$ cat src/rtl/maple_packet_parser_pkg.sv
// Shared types and constants for the Maple packet parser.
// Enable the trailing CRC byte check with MAPLE_PKT_CRC_EN.
package maple_pkg;

    localparam int MAPLE_HDR_BYTES = 4;

    localparam int ERR_SHORT = 0;
    localparam int ERR_LONG  = 1;
    localparam int ERR_CRC   = 2;
    localparam int ERR_OVF   = 3;

    typedef enum logic [2:0] {
        ST_IDLE,
        ST_HEADER,
        ST_PAYLOAD,
`ifdef MAPLE_PKT_CRC_EN
        ST_CRC,
`endif
        ST_TAIL
    } state_e;

    // State entered once the last payload word (or an empty payload) is consumed.
`ifdef MAPLE_PKT_CRC_EN
    localparam state_e ST_AFTER_PAYLOAD = ST_CRC;
`else
    localparam state_e ST_AFTER_PAYLOAD = ST_TAIL;
`endif

    typedef struct packed {
        logic [7:0] cmd;
        logic [7:0] dst;
        logic [7:0] src;
        logic [7:0] len;
    } maple_hdr_t;

endpackage

$ cat src/rtl/maple_packet_parser_if.sv
// Byte stream in, header/word/status out for the Maple packet parser.
interface maple_pkt_if;
    logic        frame;
    logic        data_ready;
    logic [7:0]  data;
    logic        hdr_valid;
    logic [7:0]  hdr_cmd;
    logic [7:0]  hdr_dst;
    logic [7:0]  hdr_src;
    logic [7:0]  hdr_len;
    logic        word_valid;
    logic [31:0] word_data;
    logic        word_ready;
    logic        pkt_done;
    logic [3:0]  pkt_error;

    modport slave (
        input  frame, data_ready, data, word_ready,
        output hdr_valid, hdr_cmd, hdr_dst, hdr_src, hdr_len,
        output word_valid, word_data, pkt_done, pkt_error
    );

    modport master (
        output frame, data_ready, data, word_ready,
        input  hdr_valid, hdr_cmd, hdr_dst, hdr_src, hdr_len,
        input  word_valid, word_data, pkt_done, pkt_error
    );
endinterface

$ cat src/rtl/maple_packet_parser_fifo.sv
// Synchronous 32-bit word FIFO; head word is held in an output register
// that is loaded directly on a push into an (effectively) empty FIFO.
module maple_word_fifo #(
    parameter int FIFO_DEPTH = 8
) (
    input  logic        clk,
    input  logic        reset,
    input  logic        push_i,
    input  logic [31:0] wr_data_i,
    input  logic        pop_i,
    output logic        full_o,
    output logic        empty_o,
    output logic [31:0] rd_data_o
);
    localparam int AW = $clog2(FIFO_DEPTH);
    localparam int CW = AW + 1;

    logic [31:0]   mem_q [FIFO_DEPTH];
    logic [AW-1:0] wr_ptr_q, rd_ptr_q, rd_ptr_nxt;
    logic [CW-1:0] cnt_q, cnt_d;
    logic [31:0]   rd_data_q;
    logic          push_ok, pop_ok, head_bypass;

    assign empty_o     = (cnt_q == '0);
    assign full_o      = (cnt_q == CW'(FIFO_DEPTH));
    assign pop_ok      = pop_i & ~empty_o;
    assign push_ok     = push_i & (~full_o | pop_ok);
    // The new word becomes the head when nothing else remains after this cycle's pop.
    assign head_bypass = push_ok & ((cnt_q == '0) | ((cnt_q == CW'(1)) & pop_ok));
    assign rd_ptr_nxt  = rd_ptr_q + AW'(1);
    assign cnt_d       = cnt_q + CW'(push_ok) - CW'(pop_ok);
    assign rd_data_o   = rd_data_q;

    always_ff @(posedge clk) begin
        if (push_ok) begin
            mem_q[wr_ptr_q] <= wr_data_i;
        end
    end

    always_ff @(posedge clk) begin
        if (!reset) begin
            wr_ptr_q  <= '0;
            rd_ptr_q  <= '0;
            cnt_q     <= '0;
            rd_data_q <= '0;
        end else begin
            wr_ptr_q <= wr_ptr_q + AW'(push_ok);
            rd_ptr_q <= rd_ptr_q + AW'(pop_ok);
            cnt_q    <= cnt_d;
            if (head_bypass) begin
                rd_data_q <= wr_data_i;
            end else if (pop_ok) begin
                rd_data_q <= mem_q[rd_ptr_nxt];
            end
        end
    end
endmodule

$ cat src/rtl/maple_packet_parser.sv
// Maple receive byte-to-packet stage: header decode, payload word packing, status.
// Define MAPLE_PKT_CRC_EN to expect and check a trailing XOR CRC byte.
module maple_packet_parser
    import maple_pkg::*;
#(
    parameter int FIFO_DEPTH = 8
) (
    input logic        clk,
    input logic        reset,
    maple_pkt_if.slave bus
);
    localparam logic [1:0] GRP_LAST = 2'(MAPLE_HDR_BYTES - 1);

    state_e      state_q, state_d;
    logic        frame_q;
    logic [1:0]  byte_cnt_q, byte_cnt_d;
    logic [7:0]  word_cnt_q, word_cnt_d;
    logic [31:0] asm_q, asm_d;
    logic        push_q, push_d;
    logic [3:0]  err_q, err_d, err_set;
    maple_hdr_t  hdr_q, hdr_d;
    logic        hdr_valid_q, hdr_valid_d;
    logic        pkt_done_q, pkt_done_d;
`ifdef MAPLE_PKT_CRC_EN
    logic [7:0]  xor_q, xor_d;
`endif
    logic        byte_v, frame_rise, frame_end, last_byte;
    logic        fifo_full, fifo_empty;
    logic [31:0] fifo_rd_data;

    assign byte_v     = bus.frame & bus.data_ready;
    assign frame_rise = bus.frame & ~frame_q;
    assign frame_end  = (state_q != ST_IDLE) & ~bus.frame;
    assign last_byte  = byte_v & (byte_cnt_q == GRP_LAST);

    always_ff @(posedge clk) begin
        if (!reset) begin
            state_q     <= ST_IDLE;
            frame_q     <= 1'b0;
            byte_cnt_q  <= '0;
            word_cnt_q  <= '0;
            asm_q       <= '0;
            push_q      <= 1'b0;
            err_q       <= '0;
            hdr_q       <= '0;
            hdr_valid_q <= 1'b0;
            pkt_done_q  <= 1'b0;
`ifdef MAPLE_PKT_CRC_EN
            xor_q       <= '0;
`endif
        end else begin
            state_q     <= state_d;
            frame_q     <= bus.frame;
            byte_cnt_q  <= byte_cnt_d;
            word_cnt_q  <= word_cnt_d;
            asm_q       <= asm_d;
            push_q      <= push_d;
            err_q       <= err_d;
            hdr_q       <= hdr_d;
            hdr_valid_q <= hdr_valid_d;
            pkt_done_q  <= pkt_done_d;
`ifdef MAPLE_PKT_CRC_EN
            xor_q       <= xor_d;
`endif
        end
    end

    always_comb begin
        state_d = state_q;
        if (state_q == ST_IDLE) begin
            if (frame_rise) state_d = ST_HEADER;
        end else if (frame_end) begin
            state_d = ST_IDLE;
        end else begin
            case (state_q)
                ST_HEADER: begin
                    if (last_byte) state_d = (asm_q[15:8] == 8'd0) ? ST_AFTER_PAYLOAD : ST_PAYLOAD;
                end
                ST_PAYLOAD: begin
                    if (last_byte && word_cnt_q == 8'd1) state_d = ST_AFTER_PAYLOAD;
                end
`ifdef MAPLE_PKT_CRC_EN
                ST_CRC: begin
                    if (byte_v) state_d = ST_TAIL;
                end
`endif
                default: ;
            endcase
        end
    end

    always_comb begin
        byte_cnt_d  = byte_cnt_q;
        word_cnt_d  = word_cnt_q;
        asm_d       = asm_q;
        hdr_d       = hdr_q;
        hdr_valid_d = 1'b0;
        pkt_done_d  = 1'b0;
        push_d      = 1'b0;
        err_set     = '0;
`ifdef MAPLE_PKT_CRC_EN
        xor_d       = xor_q;
`endif
        // A pop in the same cycle frees the slot, so only an unpopped full FIFO drops.
        err_set[ERR_OVF] = push_q & fifo_full & ~bus.word_ready;
        if (state_q == ST_IDLE) begin
            byte_cnt_d = '0;
`ifdef MAPLE_PKT_CRC_EN
            xor_d      = '0;
`endif
        end else if (frame_end) begin
            pkt_done_d         = 1'b1;
            err_set[ERR_SHORT] = (state_q != ST_TAIL);
        end else if (byte_v) begin
            case (state_q)
                ST_HEADER, ST_PAYLOAD: begin
                    asm_d      = {bus.data, asm_q[31:8]};
                    byte_cnt_d = byte_cnt_q + 2'd1;
`ifdef MAPLE_PKT_CRC_EN
                    xor_d      = xor_q ^ bus.data;
`endif
                    if (last_byte && state_q == ST_HEADER) begin
                        hdr_d.cmd   = bus.data;
                        hdr_d.dst   = asm_q[31:24];
                        hdr_d.src   = asm_q[23:16];
                        hdr_d.len   = asm_q[15:8];
                        hdr_valid_d = 1'b1;
                        word_cnt_d  = asm_q[15:8];
                    end
                    if (last_byte && state_q == ST_PAYLOAD) begin
                        push_d     = 1'b1;
                        word_cnt_d = word_cnt_q - 8'd1;
                    end
                end
`ifdef MAPLE_PKT_CRC_EN
                ST_CRC:  err_set[ERR_CRC] = (bus.data != xor_q);
`endif
                ST_TAIL: err_set[ERR_LONG] = 1'b1;
                default: ;
            endcase
        end
        err_d = (state_q == ST_IDLE && frame_rise) ? 4'b0000 : (err_q | err_set);
    end

    maple_word_fifo #(
        .FIFO_DEPTH (FIFO_DEPTH)
    ) u_fifo (
        .clk       (clk),
        .reset     (reset),
        .push_i    (push_q),
        .wr_data_i (asm_q),
        .pop_i     (bus.word_ready),
        .full_o    (fifo_full),
        .empty_o   (fifo_empty),
        .rd_data_o (fifo_rd_data)
    );

    assign bus.hdr_valid  = hdr_valid_q;
    assign bus.hdr_cmd    = hdr_q.cmd;
    assign bus.hdr_dst    = hdr_q.dst;
    assign bus.hdr_src    = hdr_q.src;
    assign bus.hdr_len    = hdr_q.len;
    assign bus.word_valid = ~fifo_empty;
    assign bus.word_data  = fifo_rd_data;
    assign bus.pkt_done   = pkt_done_q;
    assign bus.pkt_error  = err_q;
endmodule

$ cat src/flat_wrapper.sv
// flat-port wrapper written by rule: the top's interface ports become plain ports
module maple_packet_parser_flat import maple_pkg::*;
#(
    parameter int FIFO_DEPTH = 8
)
  (clk, reset, bus_frame, bus_data_ready, bus_data, bus_word_ready, bus_hdr_valid, bus_hdr_cmd, bus_hdr_dst, bus_hdr_src, bus_hdr_len, bus_word_valid, bus_word_data, bus_pkt_done, bus_pkt_error);
  maple_pkt_if bus_i ();
  input logic clk;
  input logic reset;
  input wire logic [$bits(bus_i.frame)-1:0] bus_frame;
  input wire logic [$bits(bus_i.data_ready)-1:0] bus_data_ready;
  input wire logic [$bits(bus_i.data)-1:0] bus_data;
  input wire logic [$bits(bus_i.word_ready)-1:0] bus_word_ready;
  output wire logic [$bits(bus_i.hdr_valid)-1:0] bus_hdr_valid;
  output wire logic [$bits(bus_i.hdr_cmd)-1:0] bus_hdr_cmd;
  output wire logic [$bits(bus_i.hdr_dst)-1:0] bus_hdr_dst;
  output wire logic [$bits(bus_i.hdr_src)-1:0] bus_hdr_src;
  output wire logic [$bits(bus_i.hdr_len)-1:0] bus_hdr_len;
  output wire logic [$bits(bus_i.word_valid)-1:0] bus_word_valid;
  output wire logic [$bits(bus_i.word_data)-1:0] bus_word_data;
  output wire logic [$bits(bus_i.pkt_done)-1:0] bus_pkt_done;
  output wire logic [$bits(bus_i.pkt_error)-1:0] bus_pkt_error;
  assign bus_i.frame = bus_frame;
  assign bus_i.data_ready = bus_data_ready;
  assign bus_i.data = bus_data;
  assign bus_i.word_ready = bus_word_ready;
  assign bus_hdr_valid = bus_i.hdr_valid;
  assign bus_hdr_cmd = bus_i.hdr_cmd;
  assign bus_hdr_dst = bus_i.hdr_dst;
  assign bus_hdr_src = bus_i.hdr_src;
  assign bus_hdr_len = bus_i.hdr_len;
  assign bus_word_valid = bus_i.word_valid;
  assign bus_word_data = bus_i.word_data;
  assign bus_pkt_done = bus_i.pkt_done;
  assign bus_pkt_error = bus_i.pkt_error;
  maple_packet_parser #(.FIFO_DEPTH(FIFO_DEPTH)) u_core (.clk(clk), .reset(reset), .bus(bus_i));
endmodule
$ cat config.mk
export PLATFORM = sky130hd
export DESIGN_NAME = maple_packet_parser_flat
export DESIGN_NICKNAME = d
export VERILOG_FILES = /design/src/rtl/maple_packet_parser_pkg.sv /design/src/rtl/maple_packet_parser_if.sv /design/src/rtl/maple_packet_parser_fifo.sv /design/src/rtl/maple_packet_parser.sv /design/src/flat_wrapper.sv
export SDC_FILE = /design/constraint.sdc
export NUM_CORES = 1
export LEC_CHECK = 0
export CAP_MARGIN = 10
export CELL_PAD_IN_SITES_DETAIL_PLACEMENT = 1
export CELL_PAD_IN_SITES_GLOBAL_PLACEMENT = 2
export CORE_MARGIN = 3
export CORE_UTILIZATION = 46
export CTS_CLUSTER_DIAMETER = 200
export DETAILED_ROUTE_END_ITERATION = 16
export HOLD_SLACK_MARGIN = 0.02
export PLACE_DENSITY_LB_ADDON = 0.2
export SYNTH_ARGS = -nofsm -noshare
export SYNTH_HDL_FRONTEND = slang
export SYNTH_SLANG_ARGS = --single-unit
$ cat constraint.sdc
create_clock -name clk -period 11.6 [get_ports clk]
set_input_delay 1.16 -clock clk [delete_from_list [all_inputs] [get_ports clk]]
set_output_delay 1.16 -clock clk [all_outputs]
set_load 0.02 [all_outputs]
# ---- Yosys cells after proc, flatten, opt, wreduce, memory -nomap -nowiden
# Memories as Yosys holds them, arrays and structs flattened.
# Cells that the tools add are included.
dict set report totals {
  regBits 127
  ram_bits 256
  elab_cells 100
  memories 1
}
dict set report op_classes {
  n_addsub 7
  eq_ne 11
  muxes 21
  bitwise 23
  n_reduce_logical 20
}
# name words word_bits read_ports rd_ports_with_merged_regs wr line
set memory_table {}
lappend memory_table {u_core.u_fifo.mem_q 8 32 1 0 1 maple_packet_parser_fifo.sv:18} ;# logic [31:0] mem_q [FIFO_DEPTH];
# operator n
set ops {}
lappend ops {{$mux 32} 2}
lappend ops {{$mux 8} 2}
lappend ops {{$mux 3} 5}
lappend ops {{$and 1x1->1} 10}
lappend ops {{$mux 1} 10}
lappend ops {{$not 1->1} 10}
lappend ops {{$reduce_and 5->1} 2}
lappend ops {{$eq 8x1->1 const B} 1}
lappend ops {{$logic_not 8->1} 1}
lappend ops {{$ne 4x1->1 const B} 2}
lappend ops {{$reduce_and 4->1} 2}
lappend ops {{$sub 8x1->8 const B} 1}
lappend ops {{$add 3x1->3} 2}
lappend ops {{$eq 3x2->1 const B} 2}
lappend ops {{$pmux 3 s2} 1}
lappend ops {{$reduce_or 2->1} 3}
lappend ops {{$reduce_or 5->1} 1}
lappend ops {{$add 4x1->4} 1}
lappend ops {{$eq 4x1->1 const B} 1}
lappend ops {{$eq 4x4->1 const B} 1}
lappend ops {{$logic_and 1x1->1} 4}
lappend ops {{$logic_not 4->1} 1}
lappend ops {{$or 4x4->4} 1}
lappend ops {{$reduce_bool 2->1} 2}
lappend ops {{13 further kinds} 14}

# ---- Logic depth before layout (Yosys ltp)
dict set report logic_depth {
  depth_word 7
  depth_mapped 11
  depth_no_buf 11
}

# ---- Hierarchy
# Synthesis repeated with hierarchy kept, for this count alone.
dict set report hier_totals {
  cells_unflattened 1044
  hier_area_um2 14916.8
}
# module instances cells_each area_per_inst_um2
set modules_own_cells {}
lappend modules_own_cells {maple_word_fifo 1 628 11624.9}
lappend modules_own_cells {maple_packet_parser 1 416 3291.9}

# ---- Worst setup path before layout
# Ideal clock, no wire load.
dict set report synth_timing {
  kind {input-to-reg}
  startpoint {input port bus_word_ready}
  endpoint {memory u_core.u_fifo.mem_q[1][0] (enable)}
  setup_time_ns 0.461
  arrival_ns 3.901
  slack_ns 7.238
  cell_stages 4
  path_buffers 0
  cell_sequence {nand2b_1 -> a21boi_0 -> nand2_1 -> nor3_1}
}
dict set report synth_via {
  elab_chain_cells 5
}
# item line
set synth_rtl {}
lappend synth_rtl {{from (decl)} flat_wrapper.sv:13} ;# input wire logic [$bits(bus_i.word_ready)-1:0] bus_word_ready;
lappend synth_rtl {{$and 1x1->1} maple_packet_parser_fifo.sv:26} ;# assign pop_ok = pop_i & ~empty_o;
lappend synth_rtl {{$or 1x1->1} maple_packet_parser_fifo.sv:27} ;# assign push_ok = push_i & (~full_o | pop_ok);
lappend synth_rtl {{$and 1x1->1} maple_packet_parser_fifo.sv:27}
lappend synth_rtl {{$mux 1} maple_packet_parser_fifo.sv:35} ;# if (push_ok) begin
lappend synth_rtl {{$mux 1 (not written as such)} maple_packet_parser_fifo.sv:36} ;# mem_q[wr_ptr_q] <= wr_data_i;
lappend synth_rtl {{to (decl)} maple_packet_parser_fifo.sv:18}
# No other way between the ends.

# ---- Worst setup path after layout
dict set report layout_timing {
  startpoint {input port bus_word_ready}
  endpoint {memory u_core.u_fifo.mem_q[3][18] (enable)}
}
# The elaborated chain is that of the path after synthesis.

==> impl_results.md <==
- Most common flop cell mapped by yosys: edfxtp_1
- Critical path, cell by cell: clkdlybuf4s50_1, nand2b_1, a21boi_0, nand2_1, nor2_4
- Routed WL: 35.6 mm
- Worst slew margin: 22.5%
- Worst-Margin Slew: 1.16 ns
- Synth Cell Area: 14700 um^2
- Reg2Reg Depth: 6
- Gr ovfl total: 0
- Ant diodes: 0
- Post-synthesis simple-gate area fraction: 7.51%
- Total track usage: 21.3%
- ANT nets after route: 0
- Reg2reg start: u_core.u_fifo.cnt_q[2]
- Die area: 34100 um^2
- Period utilisation layout: 28.7%
- Post-synth top area share: 52.4%
- Die Y: 185 um
- Final TNS setup: 0 ns
- Initial detailed-routing violation count: 792
- CP Capture Type: flip-flop
- Core Util, Final: 55.9%
- Post-synth top area cell: edfxtp_1
- Placed Area: 15900 um^2
- Hold Path Cell Cnt: 2
- Sequential-to-total area share from yosys stat: 69.5%
- Clock transition at path regs: 0.06 ns
- Final Hold Viols: 0
- RSZ-0062 raised after global routing: no
- Leak Pwr: 4.97 nW
- Hold_sp: u_core.bus.hdr_len[3]
- XOR/XNOR Fraction of Synth Area: 0.418%
- Maximum level of the CTS H-tree: 2
- Status: finished, final reports clean
- Crit path arrival time: 3.46 ns
- Hold_buf cts: 0
- Post-Synthesis Cells: 1001
- # DRC: 0
- Synth Area in Compound Gates: 8.51%
- Worst path max stage delay: 0.97 ns
- I/O Buffers: 82
- Post-synth EDFFs: 256
- Worst EP required: 11.73 ns
- Initial core utilization: 47.3%
- Slew Viols, Final: 0
- Worst setup path category: in2reg
- Syn avg cell area: 14.7 um^2
- Most frequent cell after synthesis: edfxtp_1
- Register bit total from synthesis: 381
- Switching share of power: 26.1%
- Post-cts gate resize count: 0
- Drt via density: 5.77
- Min Tclk post-route: 3.33 ns
- CTS buffer count: 41
- Cell Rows: 64
- PwrDens: 202 nW/um^2
- Worst vdd rail ir drop: 0.141 mV
- Num ports: 84
- CTS root buf: clkbuf_16
- Total number of vias: 8680
- WHS Endpoint: u_core.bus.hdr_len[3]
- Net count after synthesis: 1033
- Switching pwr: 0.000915 W
- Max Cap Violations: 0
- Reg power frac: 44.1%
- Startpoint types: primary input
- Fin nets: 1108
- Adder-cell share of the synthesized area: 1.67%
- Die width: 185 um
- FF-to-FF End: u_core.u_fifo.mem_q[3][18]
- Crit path max-delay cell type: nor2_4
- Antenna violations before repair: 0
- Clk_skew: 0.0180 ns
- Cell area after layout: 17300 um^2
- Largest net degree at the start of global routing: 69
- Largest cells by area after synthesis: edfxtp_1, dfxtp_1, mux4_2
- Drt wl/cell: 23.6 um
- Sinks on the clock net: 381
- Clock Power Share: 39.0%
- Mux share of post-synthesis cell area: 10.1%
- Share of layout cells above drive strength 1: 15.9%
- Area Overhead vs Synth: 18.2%
- Combinational family with the most area after synthesis: multiplexers
- First-pass GRT wire length: 55.5 mm
- Crit path max fanout: 32
- Post-DP HPWL: 20.5 mm
- GP Congestion: 0.740
- CTS Buffer Depth: 3
- Yosys cell types: 54
- Core area: 31000 um^2
- Flop-to-flop setup slack: 8.77 ns
- Commonest cells post-synth: edfxtp_1, nand2_1, dfxtp_1
- Comb pwr share: 16.9%
- Synth warn: 0
- Drt pass-1 iters: 5
- CTS tree: built
- Vias in the first global route: 9402
- # setup viols final: 0
- Pint: 0.00260 W
- Clock Latency Late Sink: 0.53 ns
- Setup bufs post-CTS: 0
- Max Freq: 0.300 GHz
- Ys async rst share: 0%
- Tightest Hold Check Type: reg2reg
-- layout by cell type, fill, tap and decap left out, drive strengths merged, types with 8 or more instances in the layout --
| master | synthesis | routed |
|---|---|---|
| clkdlybuf4s50 | 0 | 81 |
| clkinv | 0 | 17 |
| nor2 | 26 | 26 |
| nand2 | 173 | 173 |
| clkbuf | 43 | 49 |
| inv | 13 | 13 |
| edfxtp | 256 | 256 |
| and2 | 8 | 8 |
| o32ai | 32 | 32 |
| buf | 22 | 16 |
| ha | 18 | 18 |
| dfxtp | 125 | 125 |
| o21ai | 36 | 36 |
| a21oi | 76 | 76 |
| mux4 | 64 | 64 |
| o22ai | 34 | 34 |
-- logic make-up after synthesis --
family	Yosys count
flip-flops	381
AND/OR/NAND/NOR	249
AO/OA/AOI/OAI	199
buffers and inverters	78
multiplexers	67
adder cells (fa/ha/maj)	19
XOR/XNOR	7
other	1
-- through the flow --
stage	power (W)	std cells	worst slack [ns]	hold slack, ns
final	0.00351	1505	8.27	0.456
after global routing	0.00367	1505	8.05	0.477
after CTS	0.00355	1505	8.23	0.458
after detailed placement	0.00218	1429	7.69	0.449
after global placement	0.00217	1429	7.73	0.443
after floorplan	0.00200	1001	7.24	0.447
-- power groups by stage --
| stage | clock [W] | sequential [W] | combinational [W] |
|---|---|---|---|
| after floorplan | 0 | 0.00158 | 0.000426 |
| after global placement | 0 | 0.00158 | 0.000590 |
| after global routing | 0.00145 | 0.00156 | 0.000653 |
| after detailed placement | 0 | 0.00158 | 0.000601 |
| final | 0.00137 | 0.00155 | 0.000593 |
| after CTS | 0.00140 | 0.00155 | 0.000605 |
-- layout make-up --
type	count	area, um^2
repair buffers	97	928
flip-flops and latches	381	10200
fillers	2918	13700
clock inverters	27	300
multi-input cells	542	4230
clock buffers	49	1140
inverters	13	50.0
well taps	396	495
-- per-layer routing --
layer | GRT usage [%] | share of wire [%]
met1 | 28.8 | 44
met2 | 35.7 | 49
met3 | 3.85 | 4.7
met4 | 5.78 | 2.4
met5 | 0 | 0
-- critical path, delay by kind of cell --
family | cells | cell delay [ns]
simple gates | 3 | 1.36
buf+inv | 1 | 0.53
compound gates | 1 | 0.39
-- flip-flops by register name, summed over array words and instances (netlist names) --
register                 flops
u_core.bus.hdr_cmd           8
u_core.u_fifo.wr_ptr_q       3
u_core.asm_q                32
u_core.bus.hdr_dst           8
u_core.u_fifo.cnt_q          4
u_core.push_q                1
u_core.word_cnt_q            8
u_core.u_fifo.mem_q        256
u_core.bus.hdr_src           8
u_core.byte_cnt_q            2
u_core.bus.hdr_valid         1
u_core.u_fifo.rd_data_o     32
u_core.bus.pkt_done          1
u_core.state_q               2
u_core.u_fifo.rd_ptr_q       3
u_core.bus.pkt_error         3
u_core.bus.hdr_len           8
u_core.frame_q               1
-- worst max-delay path by stage --
stage | startpoint | endpoint | slack [ns] | depth (start not counted)
floorplan | bus_word_ready | u_core.u_fifo.mem_q[1][0] | 7.24 | 4
global placement | bus_word_ready | u_core.u_fifo.mem_q[3][12] | 7.73 | 5
detailed placement | bus_word_ready | u_core.u_fifo.mem_q[3][12] | 7.69 | 5
CTS | bus_word_ready | u_core.u_fifo.mem_q[2][24] | 8.23 | 5
global route | bus_word_ready | u_core.u_fifo.mem_q[3][18] | 8.05 | 5
finish | bus_word_ready | u_core.u_fifo.mem_q[3][18] | 8.27 | 5
Power figures use the tool's default switching activity.
